===== src/rtl/fetch_unit.sv =====
// fetch_unit: sequential instruction fetch into an in-order fetch buffer, with redirect flush and halt.
// Latency: request issued in cycle N, response written at end of N+1, presented on inst/inst_pc in N+2 (no bypass).
// Backpressure: a request is issued only while buffered + in-flight < BUF_DEPTH, so every response has a free slot.
//
// Ports:
//   clk, rst                     single clock, synchronous active-high reset
//   redirect_valid, redirect_pc  flush buffer, drop in-flight response, restart at word-aligned target
//   halt                         level request to stop issuing fetches (buffer keeps draining)
//   imem_req_valid/addr          read request to instruction memory (always accepted)
//   imem_rsp_valid/data          read response, exactly one cycle after its request
//   inst_valid/ready, inst/pc    buffer head presented to the consumer with a valid/ready handshake
module fetch_unit #(
  parameter int              XLEN      = 64,
  parameter logic [XLEN-1:0] RESET_PC  = '0,
  parameter int              BUF_DEPTH = 4
) (
  input  logic            clk,
  input  logic            rst,
  input  logic            redirect_valid,
  input  logic [XLEN-1:0] redirect_pc,
  input  logic            halt,
  output logic            imem_req_valid,
  output logic [XLEN-1:0] imem_req_addr,
  input  logic            imem_rsp_valid,
  input  logic [31:0]     imem_rsp_data,
  output logic            inst_valid,
  input  logic            inst_ready,
  output logic [31:0]     inst,
  output logic [XLEN-1:0] inst_pc
);

  localparam int PTR_W = $clog2(BUF_DEPTH);
  localparam int CNT_W = PTR_W + 1;

  typedef enum logic {
    S_FETCH  = 1'b0,
    S_HALTED = 1'b1
  } state_t;

  state_t            r_state;
  state_t            w_state_nxt;
  logic              w_in_fetch;

  logic [XLEN-1:0]   r_fetch_pc;
  logic              r_inflight_vld;
  logic [XLEN-1:0]   r_inflight_pc;

  logic [31:0]       r_buf_inst [BUF_DEPTH];
  logic [XLEN-1:0]   r_buf_pc   [BUF_DEPTH];
  logic [PTR_W-1:0]  r_head;
  logic [PTR_W-1:0]  r_tail;
  logic [CNT_W-1:0]  r_count;

  logic [CNT_W-1:0]  w_used;
  logic              w_credit_ok;
  logic              w_issue;
  logic              w_push;
  logic              w_pop;
  logic              w_head_vld;
  logic [XLEN-1:0]   w_redirect_tgt;

  // ---------------------------------------------------------------------------
  // Fetch/halt FSM: state register, next-state logic, output decode.
  // ---------------------------------------------------------------------------
  always_ff @(posedge clk) begin
    if (rst) begin
      r_state <= S_FETCH;
    end else begin
      r_state <= w_state_nxt;
    end
  end

  // Redirect never changes the state; a redirect while halted stays halted.
  always_comb begin
    w_state_nxt = r_state;
    case (r_state)
      S_FETCH:  if (halt)  w_state_nxt = S_HALTED;
      S_HALTED: if (!halt) w_state_nxt = S_FETCH;
      default:             w_state_nxt = S_FETCH;
    endcase
  end

  always_comb begin
    w_in_fetch = 1'b0;
    case (r_state)
      S_FETCH: w_in_fetch = 1'b1;
      default: w_in_fetch = 1'b0;
    endcase
  end

  // ---------------------------------------------------------------------------
  // Credit check and handshakes.
  // ---------------------------------------------------------------------------
  // Credit is conservative: a pop in the same cycle does not free a slot for
  // this cycle's request, so a response can never find the buffer full.
  assign w_used      = r_count + CNT_W'(r_inflight_vld);
  assign w_credit_ok = (w_used < CNT_W'(BUF_DEPTH));

  assign w_issue     = !rst && w_in_fetch && !redirect_valid && w_credit_ok;

  // The in-flight tag qualifies the response; a redirect in the response
  // cycle kills it, and reset clears the tag so late responses are ignored.
  assign w_push      = !rst && !redirect_valid && imem_rsp_valid && r_inflight_vld;

  assign w_head_vld  = !rst && (r_count != '0);
  assign w_pop       = w_head_vld && inst_ready;

  // Low two bits masked rather than sliced so the whole target port is consumed.
  assign w_redirect_tgt = redirect_pc & ~XLEN'(3);

  // ---------------------------------------------------------------------------
  // Fetch PC, in-flight tag and buffer pointers.
  // ---------------------------------------------------------------------------
  always_ff @(posedge clk) begin
    if (rst) begin
      r_fetch_pc     <= RESET_PC;
      r_inflight_vld <= 1'b0;
      r_inflight_pc  <= '0;
      r_head         <= '0;
      r_tail         <= '0;
      r_count        <= '0;
    end else if (redirect_valid) begin
      // Flush wins over push and pop; a head handshake this cycle is simply
      // absorbed by the flush.
      r_fetch_pc     <= w_redirect_tgt;
      r_inflight_vld <= 1'b0;
      r_head         <= '0;
      r_tail         <= '0;
      r_count        <= '0;
    end else begin
      r_inflight_vld <= w_issue;
      if (w_issue) begin
        r_inflight_pc <= r_fetch_pc;
        r_fetch_pc    <= r_fetch_pc + XLEN'(4);
      end
      if (w_push) begin
        r_tail <= r_tail + PTR_W'(1);
      end
      if (w_pop) begin
        r_head <= r_head + PTR_W'(1);
      end
      case ({w_push, w_pop})
        2'b10:   r_count <= r_count + CNT_W'(1);
        2'b01:   r_count <= r_count - CNT_W'(1);
        default: r_count <= r_count;
      endcase
    end
  end

  // Buffer storage needs no reset: entries are only read while counted valid.
  always_ff @(posedge clk) begin
    if (w_push) begin
      r_buf_inst[r_tail] <= imem_rsp_data;
      r_buf_pc[r_tail]   <= r_inflight_pc;
    end
  end

  // ---------------------------------------------------------------------------
  // Outputs.
  // ---------------------------------------------------------------------------
  assign imem_req_valid = w_issue;
  assign imem_req_addr  = r_fetch_pc;

  assign inst_valid     = w_head_vld;
  assign inst           = w_head_vld ? r_buf_inst[r_head] : 32'h0;
  assign inst_pc        = w_head_vld ? r_buf_pc[r_head]   : '0;

endmodule


===== config.mk =====
export PLATFORM = sky130hd
export DESIGN_NAME = fetch_unit
export DESIGN_NICKNAME = d
export VERILOG_FILES = /design/src/rtl/fetch_unit.sv
export SDC_FILE = /design/constraint.sdc
export NUM_CORES = 1
export LEC_CHECK = 0
export BUFFER_PORTS_ARGS = -buffer_cell sky130_fd_sc_hd__buf_2
export CELL_PAD_IN_SITES_DETAIL_PLACEMENT = 0
export CELL_PAD_IN_SITES_GLOBAL_PLACEMENT = 1
export CORE_MARGIN = 4
export CORE_UTILIZATION = 48
export CTS_CLUSTER_DIAMETER = 60
export DETAILED_ROUTE_END_ITERATION = 6
export HOLD_SLACK_MARGIN = 0.1
export PLACE_DENSITY_LB_ADDON = 0.1
export SYNTH_ARGS = -nofsm -noshare
export SYNTH_HDL_FRONTEND = slang
export SYNTH_SLANG_ARGS = --single-unit

===== constraint.sdc =====
create_clock -name clk -period 4.78 [get_ports clk]
set_input_delay 0.239 -clock clk [delete_from_list [all_inputs] [get_ports clk]]
set_output_delay 0.239 -clock clk [all_outputs]
set_load 0.01 [all_outputs]

==> out/results.txt, run 1 <==
Synthesized instance count - 1418
Number of port buffers - 257
RSZ-0062 raised after global routing - false
CTS tree - done
Switching portion of total power - 21.0%
Comb power frac - 4.0%
FFs w/ async S/R, synth - 0%
Total core area - 42100 um2
Hpwl dp - 31700 um
Uppermost layer routed - met4
R2R Path Start - r_count[0]
Post-synthesis register bit count - 511
Status - complete, no violations
Main synth FF type - edfxtp_1
Initial Util - 48.7%
Metal2 WL - 24800 um
Net Sw Power - 1.95 mW
Seq pwr share - 52.3%
Max Transition Viols Final - 0
Met3 WL - 3160 um
Cell Int Power - 7.35 mW
Measured slew at the worst slew-check pin - 1.10 ns
Final worst-path cycle share - 68.7%
CTS max path bufs - 3
Per-cell routed wire length - 22.4 um
DRC viols - 0
Area contributors post-synth - edfxtp_1 55%, dfxtp_1 13%, mux4_2 10%, and2_1 3.5%, nand2_1 3.2%
Vias in the first global route - 13543
Minimum clock period - 3.28 ns
Critical path origin - r_count[0]
Die area - 46100 um2
Startpoint Class - flip-flop
Post-synth cell types - 51
DR iter-0 viols - 990
Root Buffer Master - clkbuf_16
Row count - 75
Syn Area/Cell - 14.5 um2
Seq/Total Area, Yosys - 68.2%
Global route total overflow - 0
Worst r2r dst - imem_req_addr[40]
Filler Cells Inserted - 3425
Worst endpoint required time - 5.24 ns
Mapped cell area - 20500 um2
Final setup viols - 0
Top Ports - 264
Sink Count - 511
P per Cell Area - 370 nW/um2
Clk network pwr share - 43.7%
Chip width - 215 um
Global-route wire length before repair - 81400 um
Nets - 1874
Largest net degree at the start of global routing - 96
Top-area cell type share of the netlist area - 55.1%
Post CTS Setup Buffer Count - 0
FMAX - 0.305 GHz
# diodes - 0
Worst R2R Setup Slack - 1.50 ns
Maximum vdd drop - 259 uV
Worst hold margin - 0.236 ns
Setup crit end - imem_req_addr[40]
Max-Cap Viols - 0
DRT antenna net count - 0
Vias per std cell - 5.64
Pre-antenna DRT Iters - 5
Pleak - 8.88 nW
Reg clk slew, reported paths - 0.06 ns
Chip Height - 215 um
Slew HR - 25.1%
Area Overhead vs Synth - 22.5%
Area leader, netlist - edfxtp_1
Crit. End Element - flip-flop
CP Data Arrival Time - 3.75 ns
Layout cells sized above 1 - 26.0%
Ys Warns - 0
CTS Buf Count - 53
All-Layer GR Usage - 22.7%
Reg2Reg Depth - 6
Post-synth EDFFs - 376
WS Path Type - reg2reg
Layout Skew - 0.0216 ns
Via count - 13258
H-tree lvl count - 2
Antenna violations before repair - 0
Worst skew pair latency - 0.59 ns
Final-report hold violation count - 0
Drt total wl - 52600 um
HP Class - in2reg
Setup TNS - 0 ns
Wire length on met1 - 23400 um
Max Fanout on Critical Path - 60
Placer Congestion - 0.798
worst min-delay path by stage:
stage          slack, ns               from                 to  cells after the start
2_1_floorplan       0.34   imem_rsp_data[0]   r_buf_inst[0][0]                      0
6_report            0.24     redirect_valid  imem_req_addr[50]                      3
3_3_place_gp        0.45  imem_rsp_data[19]  r_buf_inst[0][19]                      1
3_5_place_dp        0.46   imem_rsp_data[1]   r_buf_inst[2][1]                      1
5_1_grt             0.27     redirect_valid  imem_req_addr[50]                      3
4_1_cts             0.20     redirect_valid  imem_req_addr[50]                      3
critical path: stages, from the launching register on:
cell	delay, ns
dfxtp_1	0.41
and3_1	0.33
mux2i_4	0.36
buf_4	0.58
buf_4	0.67
o22ai_1	0.18
dlygate4sd3_1	0.58
registers in the layout (all words and copies together), names as in the netlist, named ones only:
signal / count
r_inflight_vld: 1
imem_req_addr: 62
r_inflight_pc: 62
r_tail: 2
r_head: 2
r_buf_pc: 248
r_state: 1
r_count: 3
r_buf_inst: 128
layout by cell type, fill, tap and decap left out, types with 19 or more instances in the layout:
cell / count
a21oi_1: 96
a31oi_1: 29
and2_1: 111
buf_2: 256
buf_4: 21
clkbuf_1: 20
clkbuf_16: 56
dfxtp_1: 133
dlygate4sd3_1: 99
edfxtp_1: 376
mux4_2: 94
nand2_1: 177
nand3_1: 29
nand4_1: 23
nor2_1: 44
o22ai_1: 19
xor2_1: 24
synthesized netlist by cell type (all sizes together), types with 2 or more instances:
cell / count
a211oi: 3
a21o: 2
a21oi: 96
a221oi: 4
a22oi: 6
a31oi: 29
and2: 115
and3: 17
and4: 11
buf: 24
clkbuf: 67
dfxtp: 135
edfxtp: 376
ha: 6
inv: 12
mux2: 3
mux2i: 7
mux4: 94
nand2: 178
nand2b: 2
nand3: 29
nand4: 24
nand4b: 2
nor2: 45
nor2b: 2
nor3: 18
nor4: 12
o21ai: 15
o22ai: 19
o311ai: 8
or2: 2
or3: 6
or4: 7
xnor2: 8
xor2: 24
kinds of logic (layout without fill, tap and decap cells):
logic type      count (synthesis)  count (layout)  share of synthesized area (%)
fa+ha+maj                       7               7                          0.464
flops                         511             511                           68.2
xor+xnor                       32              32                           1.37
compound gates                188             188                           5.37
simple gates                  472             472                           11.7
other cells                     1               4                         0.0183
buf+inv                       103             492                           1.99
mux                           104             104                           10.8
final cells by class:
type,instances,area (um2),area share [%]
sequential,511,14000,55.7
multi-input combinational,807,6160,24.5
clock inverter,22,228,0.906
tap,539,674,2.68
clock buffer,78,1500,5.99
timing repair buffer,380,2510,9.99
inverter,12,45.0,0.179
per-layer routing:
metal / global-route usage, % / vias to the layer above
met5: 0 / -
met4: 6.40 / 0
met3: 3.80 / 77
met2: 36.5 / 453
met1: 32.3 / 6650
li1: - / 6078
power by group through the flow:
stage / logic, mW / registers [mW] / clock network [mW]
after detailed placement: 0.305 / 4.96 / 0
final: 0.368 / 4.86 / 4.07
after floorplan: 0.149 / 4.94 / 0
after global routing: 0.404 / 4.87 / 4.34
after CTS: 0.369 / 4.86 / 4.16
after global placement: 0.302 / 4.96 / 0
what timing repair did:
item | CTS | global route
endpoints found under the hold margin | 210 | 0
hold buffers | 99 | 0
endpoints found under the setup margin | 0 | 0
gates resized for setup | 0 | 0
metrics by stage:
step	setup slack (ns)	total power [mW]	area (um2)	util (%)	std cells
6_report	1.50	9.30	25100	59.6	2349
5_1_grt	1.30	9.61	25100	59.6	2349
4_1_cts	1.46	9.39	25100	59.6	2349
3_5_place_dp	1.61	5.26	22400	53.2	2150
3_3_place_gp	1.67	5.26	22400	53.2	2150
2_1_floorplan	1.33	5.09	20500	-	1421
Power figures use the tool's default switching activity.
==> inputs of run 2 (changes only) <==
--- a/config.mk
+++ b/config.mk
@@ -5,11 +5,12 @@
 export SDC_FILE = /design/constraint.sdc
 export NUM_CORES = 1
 export LEC_CHECK = 0
+export ABC_AREA = 1
 export BUFFER_PORTS_ARGS = -buffer_cell sky130_fd_sc_hd__buf_2
 export CELL_PAD_IN_SITES_DETAIL_PLACEMENT = 0
 export CELL_PAD_IN_SITES_GLOBAL_PLACEMENT = 1
 export CORE_MARGIN = 4
-export CORE_UTILIZATION = 48
+export CORE_UTILIZATION = 41
 export CTS_CLUSTER_DIAMETER = 60
 export DETAILED_ROUTE_END_ITERATION = 6
 export HOLD_SLACK_MARGIN = 0.1
==> constraint.sdc (replaced) <==
create_clock -name clk -period 3 [get_ports clk]
set_input_delay 0.15 -clock clk [delete_from_list [all_inputs] [get_ports clk]]
set_output_delay 0.15 -clock clk [all_outputs]
set_load 0.01 [all_outputs]
==> out/results.txt, run 2 <==
Status - complete, no violations
Root Buffer Master - clkbuf_16
Final worst-path cycle share - 92.4%
RSZ-0062 raised after global routing - false
Top-area cell type share of the netlist area - 51.5%
Area contributors post-synth - edfxtp_1 52%, dfxtp_1 12%, nor2_1 9.4%, o21ai_0 5.7%, nand2_1 5.4%
Top-count cell post-synth - nor2_1
Chip width - 239 um
CTS max path bufs - 3
Pwr Total - 15.6 mW
Startpoint Class - flip-flop
Worst slack, placed - 0.507 ns
Maximum vdd drop - 447 uV
Hpwl dp - 41500 um
Drt total wl - 64200 um
Global-route wire length before repair - 96300 um
Net Sw Power - 3.40 mW
Setup TNS - 0 ns
CTS Buf Count - 56
Most common cell after layout, fill and taps aside - nor2_1
Top reg by flops - r_buf_pc
Max-Cap Viols - 0
Max Transition Viols Final - 0
Vias per std cell - 5.02
Ys Warns - 0
Syn Area/Cell - 9.61 um2
FMAX - 0.361 GHz
Area Overhead vs Synth - 23.0%
Largest net degree at the start of global routing - 95
Clk network pwr share - 44.9%
FFs w/ async S/R, synth - 0%
Layout cells sized above 1 - 15.8%
Reg clk slew, reported paths - 0.06 ns
Pleak - 10.4 nW
Slew HR - 35.7%
Final setup viols - 0
Worst endpoint required time - 2.85 ns
WS Path Type - reg2out
Post-synth EDFFs - 376
# diodes - 0
Worst skew pair latency - 0.60 ns
Initial Util - 41.5%
Main synth FF type - edfxtp_1
Layout Skew - 0.00932 ns
Top cells by count, synth - 547 x nor2_1, 376 x edfxtp_1, 313 x nand2_1
Synthesized instance count - 2281
Per-cell routed wire length - 19.1 um
Crit. End Element - output pin
DRC viols - 0
Via count - 16834
Switching portion of total power - 21.8%
DR iter-0 viols - 1113
Die area - 57200 um2
DRT antenna net count - 0
Vias in the first global route - 15909
Max Fanout on Critical Path - 43
Total core area - 52800 um2
CTS tree - done
Number of port buffers - 257
CP Data Arrival Time - 2.62 ns
Cell Int Power - 12.2 mW
Comb power frac - 4.7%
Pre-antenna DRT Iters - 5
Chip Height - 239 um
Final-report hold violation count - 0
Measured slew at the worst slew-check pin - 0.964 ns
Sink Count - 511
Minimum clock period - 2.77 ns
Number of flip-flops in the largest register - 248
All-Layer GR Usage - 21.9%
Post-synthesis register bit count - 511
Placer Congestion - 0.895
Post-synth cell types - 41
Global route total overflow - 0
Antenna violations before repair - 0
Most frequent cells in the layout - 543 x nor2_1, 376 x edfxtp_1, 313 x nand2_1
Final worst slack - 0.228 ns
Seq/Total Area, Yosys - 63.9%
Seq pwr share - 50.4%
Largest regs - r_buf_pc (248), r_buf_inst (128)
H-tree lvl count - 2
Nets - 2728
Mapped cell area - 21900 um2
Area leader, netlist - edfxtp_1
Top Ports - 264
Row count - 84
P per Cell Area - 577 nW/um2
HP Class - in2reg
[run 2: cell count changes in the layout (fill, tap and decap cells not counted), sizes merged, moves of 19 or more]
| cell | change |
|---|---|
| mux4 | -94 |
| o21a | +19 |
| o22ai | -19 |
| nor2 | +515 |
| nand2 | +145 |
| a21oi | +76 |
| o21ai | +258 |
| and2 | -112 |
| inv | +148 |
| nand3 | +28 |
[run 2: power groups by stage]
stage	registers, mW	logic [mW]	clock network (mW)
after global routing	7.85	0.820	7.46
final	7.84	0.734	6.99
after detailed placement	7.98	0.634	0
after global placement	7.98	0.624	0
after floorplan	7.95	0.344	0
after CTS	7.83	0.741	7.13
[run 2: final timing paths]
path	start	endpoint	slack (ns)	cells after the start
min reg2reg	r_head[1]	flip-flop	0.45	2
min	imem_rsp_data[26]	r_buf_inst[3][26]	0.31	2
max reg2reg	r_count[1]	imem_req_addr[5]	0.67	8
max	flip-flop	inst_pc[9]	0.23	5
[run 2: cell families after synthesis]
| family | Yosys count | synth area share [%] |
|---|---|---|
| AOI/OAI and AO/OA | 486 | 11.6 |
| xor gates and xnor gates | 19 | 0.759 |
| adders and majority gates | 7 | 0.434 |
| buffers and inverters | 280 | 5.30 |
| DFF | 511 | 63.9 |
| other | 1 | 0.0171 |
| and+or+nand+nor | 977 | 18.1 |
[run 2: final cells by class]
| cell class | count | area (um2) |
|---|---|---|
| Clock buffer | 70 | 1510 |
| Clock inverter | 34 | 374 |
| Fill cell | 4878 | 25800 |
| Inverter | 159 | 619 |
| Multi-Input combinational cell | 1493 | 6800 |
| Sequential cell | 511 | 14000 |
| Tap cell | 688 | 861 |
| Timing Repair Buffer | 398 | 2800 |
[run 2: what timing repair did]
item                                    CTS  global route
resized for setup                         1             1
hold endpoints to repair                200             0
endpoints found under the setup margin   51            12
hold buffers                            103             0
setup buffers                             0             0
[run 2: metrics by stage]
step	cell area, um2	std cells	util [%]	hold slack, ns
2_1_floorplan	21900	2284	-	0.249
3_3_place_gp	24000	3146	45.6	0.360
3_5_place_dp	24000	3146	45.6	0.369
4_1_cts	27000	3353	51.1	0.256
5_1_grt	27000	3353	51.1	0.288
6_report	27000	3353	51.1	0.313
[run 2: metal layers]
layer	part of all wire, %	global-route usage, %	up-vias
met5	0	0	-
li1	-	-	8342
met2	47	36.0	445
met1	45	30.6	7968
met4	2.2	5.26	0
met3	5.8	3.86	79
[run 2: critical path: stages (launching register included)]
cell and delay (ns):
dfxtp_4 0.51, inv_4 0.40, buf_4 0.42, o21ai_0 0.17, a21oi_1 0.28, buf_2 0.19
